==> src/rtl/jpeg_pkg.sv <==
// +--------------------------------------------------------------------------+
// | jpeg_pkg : shared types for the JPEG encoder DCT path                    |
// | Rev 1.0                                                                  |
// +--------------------------------------------------------------------------+
`default_nettype none

package jpeg_pkg;

  localparam int DCT_DATA_W  = 8;
  localparam int BLOCK_BEATS = 64;
  localparam int MAX_COMP    = 3;

  typedef struct packed {
    logic                  valid;
    logic [DCT_DATA_W-1:0] data;
  } dctPort_t;

  typedef logic [$clog2(MAX_COMP)-1:0] comp_id_t;

  typedef enum logic [0:0] {
    IDLE   = 1'b0,
    STREAM = 1'b1
  } arb_state_e;

endpackage

`default_nettype wire

==> src/rtl/dct_block_arbiter_tag_fifo.sv <==
// +--------------------------------------------------------------------------+
// | dct_tag_fifo : synchronous FIFO of component ids for blocks in the core  |
// | Rev 1.0                                                                  |
// +--------------------------------------------------------------------------+
`default_nettype none

module dct_tag_fifo #(
  parameter int WIDTH = 2,
  parameter int DEPTH = 4
) (
  input  logic             clk,
  input  logic             rst,
  input  logic             push_i,
  input  logic [WIDTH-1:0] data_i,
  input  logic             pop_i,
  output logic [WIDTH-1:0] head_o,
  output logic             full_o,
  output logic             empty_o
);

  localparam int AW = $clog2(DEPTH);

  logic [WIDTH-1:0] mem_q [DEPTH];
  logic [AW-1:0]    wr_ptr_q;
  logic [AW-1:0]    rd_ptr_q;
  logic [AW:0]      count_q;
  logic             do_push;
  logic             do_pop;

  assign full_o  = (count_q == (AW+1)'(DEPTH));
  assign empty_o = (count_q == '0);
  assign head_o  = mem_q[rd_ptr_q];
  assign do_pop  = pop_i && !empty_o;
  // A pop in the same cycle frees the slot a push needs when full.
  assign do_push = push_i && (!full_o || do_pop);

  always_ff @(posedge clk) begin
    if (rst) begin
      wr_ptr_q <= '0;
      rd_ptr_q <= '0;
      count_q  <= '0;
    end else begin
      if (do_push) wr_ptr_q <= wr_ptr_q + 1'b1;
      if (do_pop)  rd_ptr_q <= rd_ptr_q + 1'b1;
      count_q <= count_q + (AW+1)'(do_push) - (AW+1)'(do_pop);
    end
  end

  always_ff @(posedge clk) begin
    if (do_push) mem_q[wr_ptr_q] <= data_i;
  end

endmodule

`default_nettype wire

==> src/rtl/dct_block_arbiter.sv <==
// +--------------------------------------------------------------------------+
// | dct_block_arbiter : shares one 8x8 DCT core between NUM_REQ requesters,  |
// | granting whole blocks and tagging core output with the component id.    |
// | DCT_ARB_PRIO_EN selects fixed priority (lowest index) over round-robin.  |
// | Rev 1.0                                                                  |
// +--------------------------------------------------------------------------+
`default_nettype none

module dct_block_arbiter
  import jpeg_pkg::*;
#(
  parameter int DATA_WIDTH  = 8,
  parameter int NUM_REQ     = 3,
  parameter int BLOCK_BEATS = jpeg_pkg::BLOCK_BEATS,
  parameter int TAG_DEPTH   = 4
) (
  input  logic                            clk,
  input  logic                            rst,
  input  logic [NUM_REQ-1:0]              req_valid_i,
  input  logic [NUM_REQ*DATA_WIDTH-1:0]   req_data_i,
  output logic [NUM_REQ-1:0]              req_ready_o,
  output dctPort_t                        dct_in_o,
  input  dctPort_t                        dct_out_i,
  output logic                            out_valid_o,
  output logic [DCT_DATA_W-1:0]           out_data_o,
  output logic [$clog2(NUM_REQ)-1:0]      out_comp_o,
  output logic                            out_sob_o,
  output logic                            out_eob_o,
  output logic                            busy_o,
  output logic                            err_orphan_o
);

  localparam int CW = $clog2(NUM_REQ);
  localparam int BW = $clog2(BLOCK_BEATS);

  arb_state_e      state_q, state_d;
  logic [BW-1:0]   beat_cnt_q, beat_cnt_d;
  logic [CW-1:0]   gnt_q, gnt_d;
  dctPort_t        dct_in_q, dct_in_d;
  logic [BW-1:0]   out_cnt_q, out_cnt_d;
  logic            err_q;

  logic [CW-1:0]   grant_idx;
  logic            grant_found;
  logic            hs;
  logic            tag_push;
  logic            tag_pop;
  logic            tag_full;
  logic            tag_empty;
  logic [CW-1:0]   tag_head;

  logic [DATA_WIDTH-1:0] req_data_arr [NUM_REQ];

  for (genvar r = 0; r < NUM_REQ; r++) begin : g_unpack
    assign req_data_arr[r] = req_data_i[r*DATA_WIDTH +: DATA_WIDTH];
  end

`ifdef DCT_ARB_PRIO_EN
  always_comb begin
    grant_idx   = '0;
    grant_found = 1'b0;
    for (int i = NUM_REQ - 1; i >= 0; i--) begin
      if (req_valid_i[CW'(i)]) begin
        grant_idx   = CW'(i);
        grant_found = 1'b1;
      end
    end
  end
`else
  logic [CW-1:0] rr_ptr_q, rr_ptr_d;
  logic [CW-1:0] rr_idx;

  always_comb begin
    grant_idx   = '0;
    grant_found = 1'b0;
    rr_idx      = '0;
    for (int i = 0; i < NUM_REQ; i++) begin
      rr_idx = CW'((int'(rr_ptr_q) + i) % NUM_REQ);
      if (!grant_found && req_valid_i[rr_idx]) begin
        grant_idx   = rr_idx;
        grant_found = 1'b1;
      end
    end
  end

  always_comb begin
    rr_ptr_d = rr_ptr_q;
    if (tag_push) begin
      rr_ptr_d = (grant_idx == CW'(NUM_REQ - 1)) ? '0 : grant_idx + 1'b1;
    end
  end

  always_ff @(posedge clk) begin
    if (rst) rr_ptr_q <= '0;
    else     rr_ptr_q <= rr_ptr_d;
  end
`endif

  always_comb begin
    state_d     = state_q;
    beat_cnt_d  = beat_cnt_q;
    gnt_d       = gnt_q;
    tag_push    = 1'b0;
    hs          = 1'b0;
    req_ready_o = '0;
    case (state_q)
      IDLE: begin
        if (grant_found && !tag_full) begin
          tag_push = 1'b1;
          gnt_d    = grant_idx;
          state_d  = STREAM;
        end
      end
      STREAM: begin
        req_ready_o[gnt_q] = 1'b1;
        hs                 = req_valid_i[gnt_q];
        if (hs) begin
          if (beat_cnt_q == BW'(BLOCK_BEATS - 1)) begin
            beat_cnt_d = '0;
            state_d    = IDLE;
          end else begin
            beat_cnt_d = beat_cnt_q + 1'b1;
          end
        end
      end
      default: state_d = IDLE;
    endcase
  end

  always_comb begin
    dct_in_d       = '0;
    dct_in_d.valid = hs;
    if (hs) dct_in_d.data = DCT_DATA_W'(req_data_arr[gnt_q]);
  end

  always_ff @(posedge clk) begin
    if (rst) begin
      state_q    <= IDLE;
      beat_cnt_q <= '0;
      gnt_q      <= '0;
      dct_in_q   <= '0;
      out_cnt_q  <= '0;
      err_q      <= 1'b0;
    end else begin
      state_q    <= state_d;
      beat_cnt_q <= beat_cnt_d;
      gnt_q      <= gnt_d;
      dct_in_q   <= dct_in_d;
      out_cnt_q  <= out_cnt_d;
      err_q      <= err_q | (dct_out_i.valid && tag_empty);
    end
  end

  dct_tag_fifo #(
    .WIDTH (CW),
    .DEPTH (TAG_DEPTH)
  ) u_tag_fifo (
    .clk     (clk),
    .rst     (rst),
    .push_i  (tag_push),
    .data_i  (grant_idx),
    .pop_i   (tag_pop),
    .head_o  (tag_head),
    .full_o  (tag_full),
    .empty_o (tag_empty)
  );

  // Output beats are only counted against a known block; orphans leave out_cnt alone.
  assign out_valid_o  = dct_out_i.valid;
  assign out_data_o   = dct_out_i.data;
  assign out_comp_o   = tag_empty ? '0 : tag_head;
  assign out_sob_o    = dct_out_i.valid && !tag_empty && (out_cnt_q == '0);
  assign out_eob_o    = dct_out_i.valid && !tag_empty && (out_cnt_q == BW'(BLOCK_BEATS - 1));
  assign tag_pop      = out_eob_o;
  assign out_cnt_d    = out_eob_o ? '0 :
                        (dct_out_i.valid && !tag_empty) ? out_cnt_q + 1'b1 : out_cnt_q;
  assign dct_in_o     = dct_in_q;
  assign busy_o       = (state_q != IDLE) || !tag_empty;
  assign err_orphan_o = err_q;

endmodule

`default_nettype wire

==> config.mk <==
export PLATFORM = sky130hd
export DESIGN_NAME = dct_block_arbiter
export DESIGN_NICKNAME = d
export VERILOG_FILES = /design/src/rtl/jpeg_pkg.sv /design/src/rtl/dct_block_arbiter_tag_fifo.sv /design/src/rtl/dct_block_arbiter.sv
export SDC_FILE = /design/constraint.sdc
export NUM_CORES = 1
export LEC_CHECK = 0
export CELL_PAD_IN_SITES_DETAIL_PLACEMENT = 0
export CELL_PAD_IN_SITES_GLOBAL_PLACEMENT = 2
export CORE_UTILIZATION = 27
export CTS_BUF_LIST = sky130_fd_sc_hd__clkbuf_2
export CTS_CLUSTER_SIZE = 16
export DETAILED_ROUTE_END_ITERATION = 16
export GPL_TIMING_DRIVEN = 0
export PLACE_DENSITY_LB_ADDON = 0.3
export SLEW_MARGIN = 20
export SYNTH_ARGS = -nofsm -noshare
export SYNTH_HDL_FRONTEND = slang
export SYNTH_SLANG_ARGS = --single-unit
==> constraint.sdc <==
create_clock -name clk -period 2.8 [get_ports clk]
set_clock_uncertainty 0.15 [all_clocks]
set_input_delay 0.84 -clock clk [delete_from_list [all_inputs] [get_ports clk]]
set_output_delay 0.84 -clock clk [all_outputs]
set_load 0.02 [all_outputs]
==> results by stage <==
Synthesis:
- The number of enable-type register cells in the synthesized netlist is 8.
- The average footprint of a synthesized cell is 9.565 µm².
- The post-synthesis instance area is 0.002343 mm².
- The count of unique library cells instantiated by Yosys is 46.
- The number of instances in the synthesized netlist is 245.
- Of all flip-flops after synthesis, the portion carrying an async set or reset was 0.
- The number of warnings reported in the yosys synthesis log is 0.
- The sequential area share after synthesis is 0.4100.
- The most used flip-flop cell after synthesis is sky130_fd_sc_hd__dfxtp_1.
- The net count after synthesis is 297.
- The flop and latch count out of synthesis is 44.

STA:
- The tightest hold margin is 0.3402 ns.
- The worst-margin pin slew is 0.5596 ns.
- The max-slew violation count was 0.
- The normalized max-slew margin is 0.6269.
- The routed design could run at a clock period as short as 2.726 ns.
- Adding up every negative setup slack in the final design gives 0 ns.
- Of the available clock period, the critical path in the final layout requires 0.9736.
- The number of hold violations in the final report is 0.
- The maximum clock frequency is 366.8 MHz.
- Setup violations remaining at the end of the flow were counted as 0.
- Setup repair after global routing left no endpoint under its margin.

Setup path:
- STA classifies the critical path startpoint as a primary input.
- For the worst setup path, the data arrival time is 2.87 ns.
- The slowest library cell on the worst path is sky130_fd_sc_hd__fa_2.
- Walking the worst path, the cells encountered are dlygate4sd2_1 > o31a_1 > clkbuf_8 > and4_1 > buf_6 > ha_4 > inv_2 > ha_4 > inv_2 > fa_2 > xor2_1 > xnor2_1 > nor2_1.
- STA puts the critical path data required time at 2.95 ns.
- The worst setup path is of the in -> reg kind.
- The biggest cell delay along the critical path is 0.34 ns.
- STA classifies the critical path endpoint as a flip-flop.
- In this run the worst path has a maximum fanout of 8.

Floorplan:
- For this configuration, the core starts out at a cell density of 0.2824.
- The number of I/O pins is 65.
- The area of the die is 0.009056 mm².
- The floorplan has 33 rows.
- The die is 95.17 µm tall.
- The overall die width is 95.17 µm.
- After floorplanning, the core was sized to cover 0.008299 mm².

GRT:
- For this run the aggregate overflow at the end of global routing stands at 0.
- Entering global routing, the biggest net connects 16 pins.
- The global routing usage summed across all routing layers is 0.1183.
- The first global-routing pass estimated 8328 µm of wire.
- The initial antenna violation count is 0.
- The via count of the first global-routing pass came to 1,781.

Cells and area:
- The antenna diode count is 0.
- Of the cells placed in the final design, the portion with a size suffix greater than 1 is 0.1812.
- The number of filler cells placed in the layout is 878.
- The net count of the finished layout is 360.
- Compared with the post-synthesis result, the final layout area differs by 34.28%.

Power and ir drop:
- For this design the static power due to leakage is 0.001241 µW.
- IR analysis of the VDD net gives a maximum drop of 0.2810 mV.
- In this run the power density over the cells is 814.9 mW/mm².

Clock tree:
- The clock drives 44 sinks.
- The CTS buffer count is 5.
- The deepest level of the CTS H-tree is 2.
- The root buffer selected by CTS is sky130_fd_sc_hd__clkbuf_2.
- The clock latency at the later pin of the worst-skew pair is 0.41 ns.
- In this run the deepest clock path goes through 2 buffers.
- The CTS tree is yes.
- After clock tree synthesis, the clock-pin slew on the worst setup and hold paths is 0.26 ns.

Drt:
- The initial detailed-routing violation count is 37.
- The via total after detailed routing is 1,852.
- After detailed routing, the number of vias per cell comes to 4.473.
- In the routed design, unresolved DRC markers number 0.
- The remaining antenna violation count after routing is 0.
- The total detailed-routing wirelength is 4946 µm.
- The first detailed-routing pass ran for 4 iterations.
- The wire length per cell after detailed routing is 11.95 µm.

Flow run:
- The max-capacitance violation count is 0.

Status:
- The run finished with clean final reports.

Placed design:
- The sum of net half-perimeters after detailed placement is 3661 µm.
- The weighted congestion at the end of routability-driven global placement is 0.7212.
- The number of I/O port buffers is 54.

Hold path:
- In this run the worst hold path is classified as reg -> reg.
[cells in the mapped netlist (all sizes together), types with 4 or more instances]
cell type,number,area share
dfxtp,36,0.31
nor2,34,0.056
mux2i,15,0.064
a21oi,14,0.030
buf,14,0.042
ha,13,0.069
inv,13,0.021
nand2,11,0.018
xor2,10,0.037
edfxtp,8,0.10
and2,7,0.019
nand3,7,0.015
nor2b,7,0.019
clkbuf,6,0.0096
nor3,6,0.013
xnor2,5,0.019
nand4,4,0.011
o21ai,4,0.0085
[cell families (layout without fill, tap and decap cells)]
kind of cell / Yosys count / after routing / synth area share
simple gates: 91 / 91 / 0.1949
compound gates: 31 / 31 / 0.1057
mux: 17 / 17 / 0.08329
fa+ha+maj: 14 / 14 / 0.07795
xor+xnor: 15 / 15 / 0.05606
flops: 44 / 44 / 0.4100
buf+inv: 33 / 97 / 0.07207
[through the flow]
step | setup WS (ns) | cell area, µm² | power (µW) | utilization | std cells
3_5_place_dp | -0.7610 | 3059 | 2198 | 0.3686 | 404
3_3_place_gp | -0.7373 | 3059 | 2186 | 0.3686 | 404
6_report | 0.07389 | 3147 | 2564 | 0.3792 | 414
2_1_floorplan | 0.005421 | 2387 | 1809 | - | 245
5_1_grt | 0.006264 | 3147 | 2786 | 0.3792 | 414
4_1_cts | 0.0003133 | 3141 | 2601 | 0.3784 | 413
[registers in the layout (all words and copies together) (netlist names), named ones only]
register / flops
rr_ptr_q: 2
u_tag_fifo.mem_q: 8
u_tag_fifo.count_q: 3
u_tag_fifo.wr_ptr_q: 2
out_cnt_q: 6
beat_cnt_q: 6
dct_in_o: 9
err_orphan_o: 1
gnt_q: 2
u_tag_fifo.rd_ptr_q: 2
state_q: 1
[final timing paths]
kind         slack [ns]                     start  cells after the start                               end
max                0.07              dct_out_i[8]                     13  u_tag_fifo.count_q[2]$_SDFF_PP0_
min                0.34  rr_ptr_q[1]$_SDFFE_PP0P_                      2          rr_ptr_q[1]$_SDFFE_PP0P_
max reg2reg        0.16  rr_ptr_q[1]$_SDFFE_PP0P_                     12  u_tag_fifo.count_q[2]$_SDFF_PP0_
min reg2reg        0.34  rr_ptr_q[1]$_SDFFE_PP0P_                      2          rr_ptr_q[1]$_SDFFE_PP0P_
[worst max-delay path, delay by kind of cell]
kind | cells | cell delay (ns)
xor gates and xnor gates | 2 | 0.33
adders and majority gates | 3 | 0.65
and+or+nand+nor | 2 | 0.26
buffers and inverters | 5 | 0.63
AOI/OAI and AO/OA | 1 | 0.16
[area by class of cell]
type | count | area [µm²] | share of cell area
buffer | 20 | 142.6 | 0.04533
clock buffer | 5 | 25.02 | 0.007952
clock inverter | 3 | 46.29 | 0.01471
inverter | 13 | 51.30 | 0.01630
multi-input combinational | 168 | 1252 | 0.3980
sequential | 44 | 973.4 | 0.3093
tap | 105 | 131.4 | 0.04175
timing repair buffer | 56 | 524.3 | 0.1666
[repair_timing]
action,4_1_cts,5_1_grt
pin swaps,1,1
gates resized for setup,30,11
endpoints found under the setup margin,11,4
buffers inserted,1,1
hold buffers,0,0
[where the power goes]
group	internal, µW	switching, µW	total (µW)
clock	154	225	379
combinational	575	696	1270
sequential	814	100	914
[metal layers]
layer	routed length, µm	track usage	share of wire
met5	0	0	0
met4	6	0.01894	0.0012
met3	361	0.04226	0.073
met2	2261	0.1893	0.46
met1	2316	0.1549	0.47
[placed cells by master, fill, tap and decap left out, types with 8 or more instances in the layout]
| cell type | instances |
|---|---|
| sky130_fd_sc_hd__edfxtp_1 | 8 |
| sky130_fd_sc_hd__buf_4 | 13 |
| sky130_fd_sc_hd__ha_1 | 10 |
| sky130_fd_sc_hd__dfxtp_1 | 30 |
| sky130_fd_sc_hd__a21oi_1 | 14 |
| sky130_fd_sc_hd__clkbuf_2 | 10 |
| sky130_fd_sc_hd__inv_1 | 10 |
| sky130_fd_sc_hd__nor2_1 | 33 |
| sky130_fd_sc_hd__xor2_1 | 10 |
| sky130_fd_sc_hd__mux2i_1 | 15 |
| sky130_fd_sc_hd__nand2_1 | 11 |
| sky130_fd_sc_hd__clkdlybuf4s50_1 | 42 |
Power figures use the tool's default switching activity.
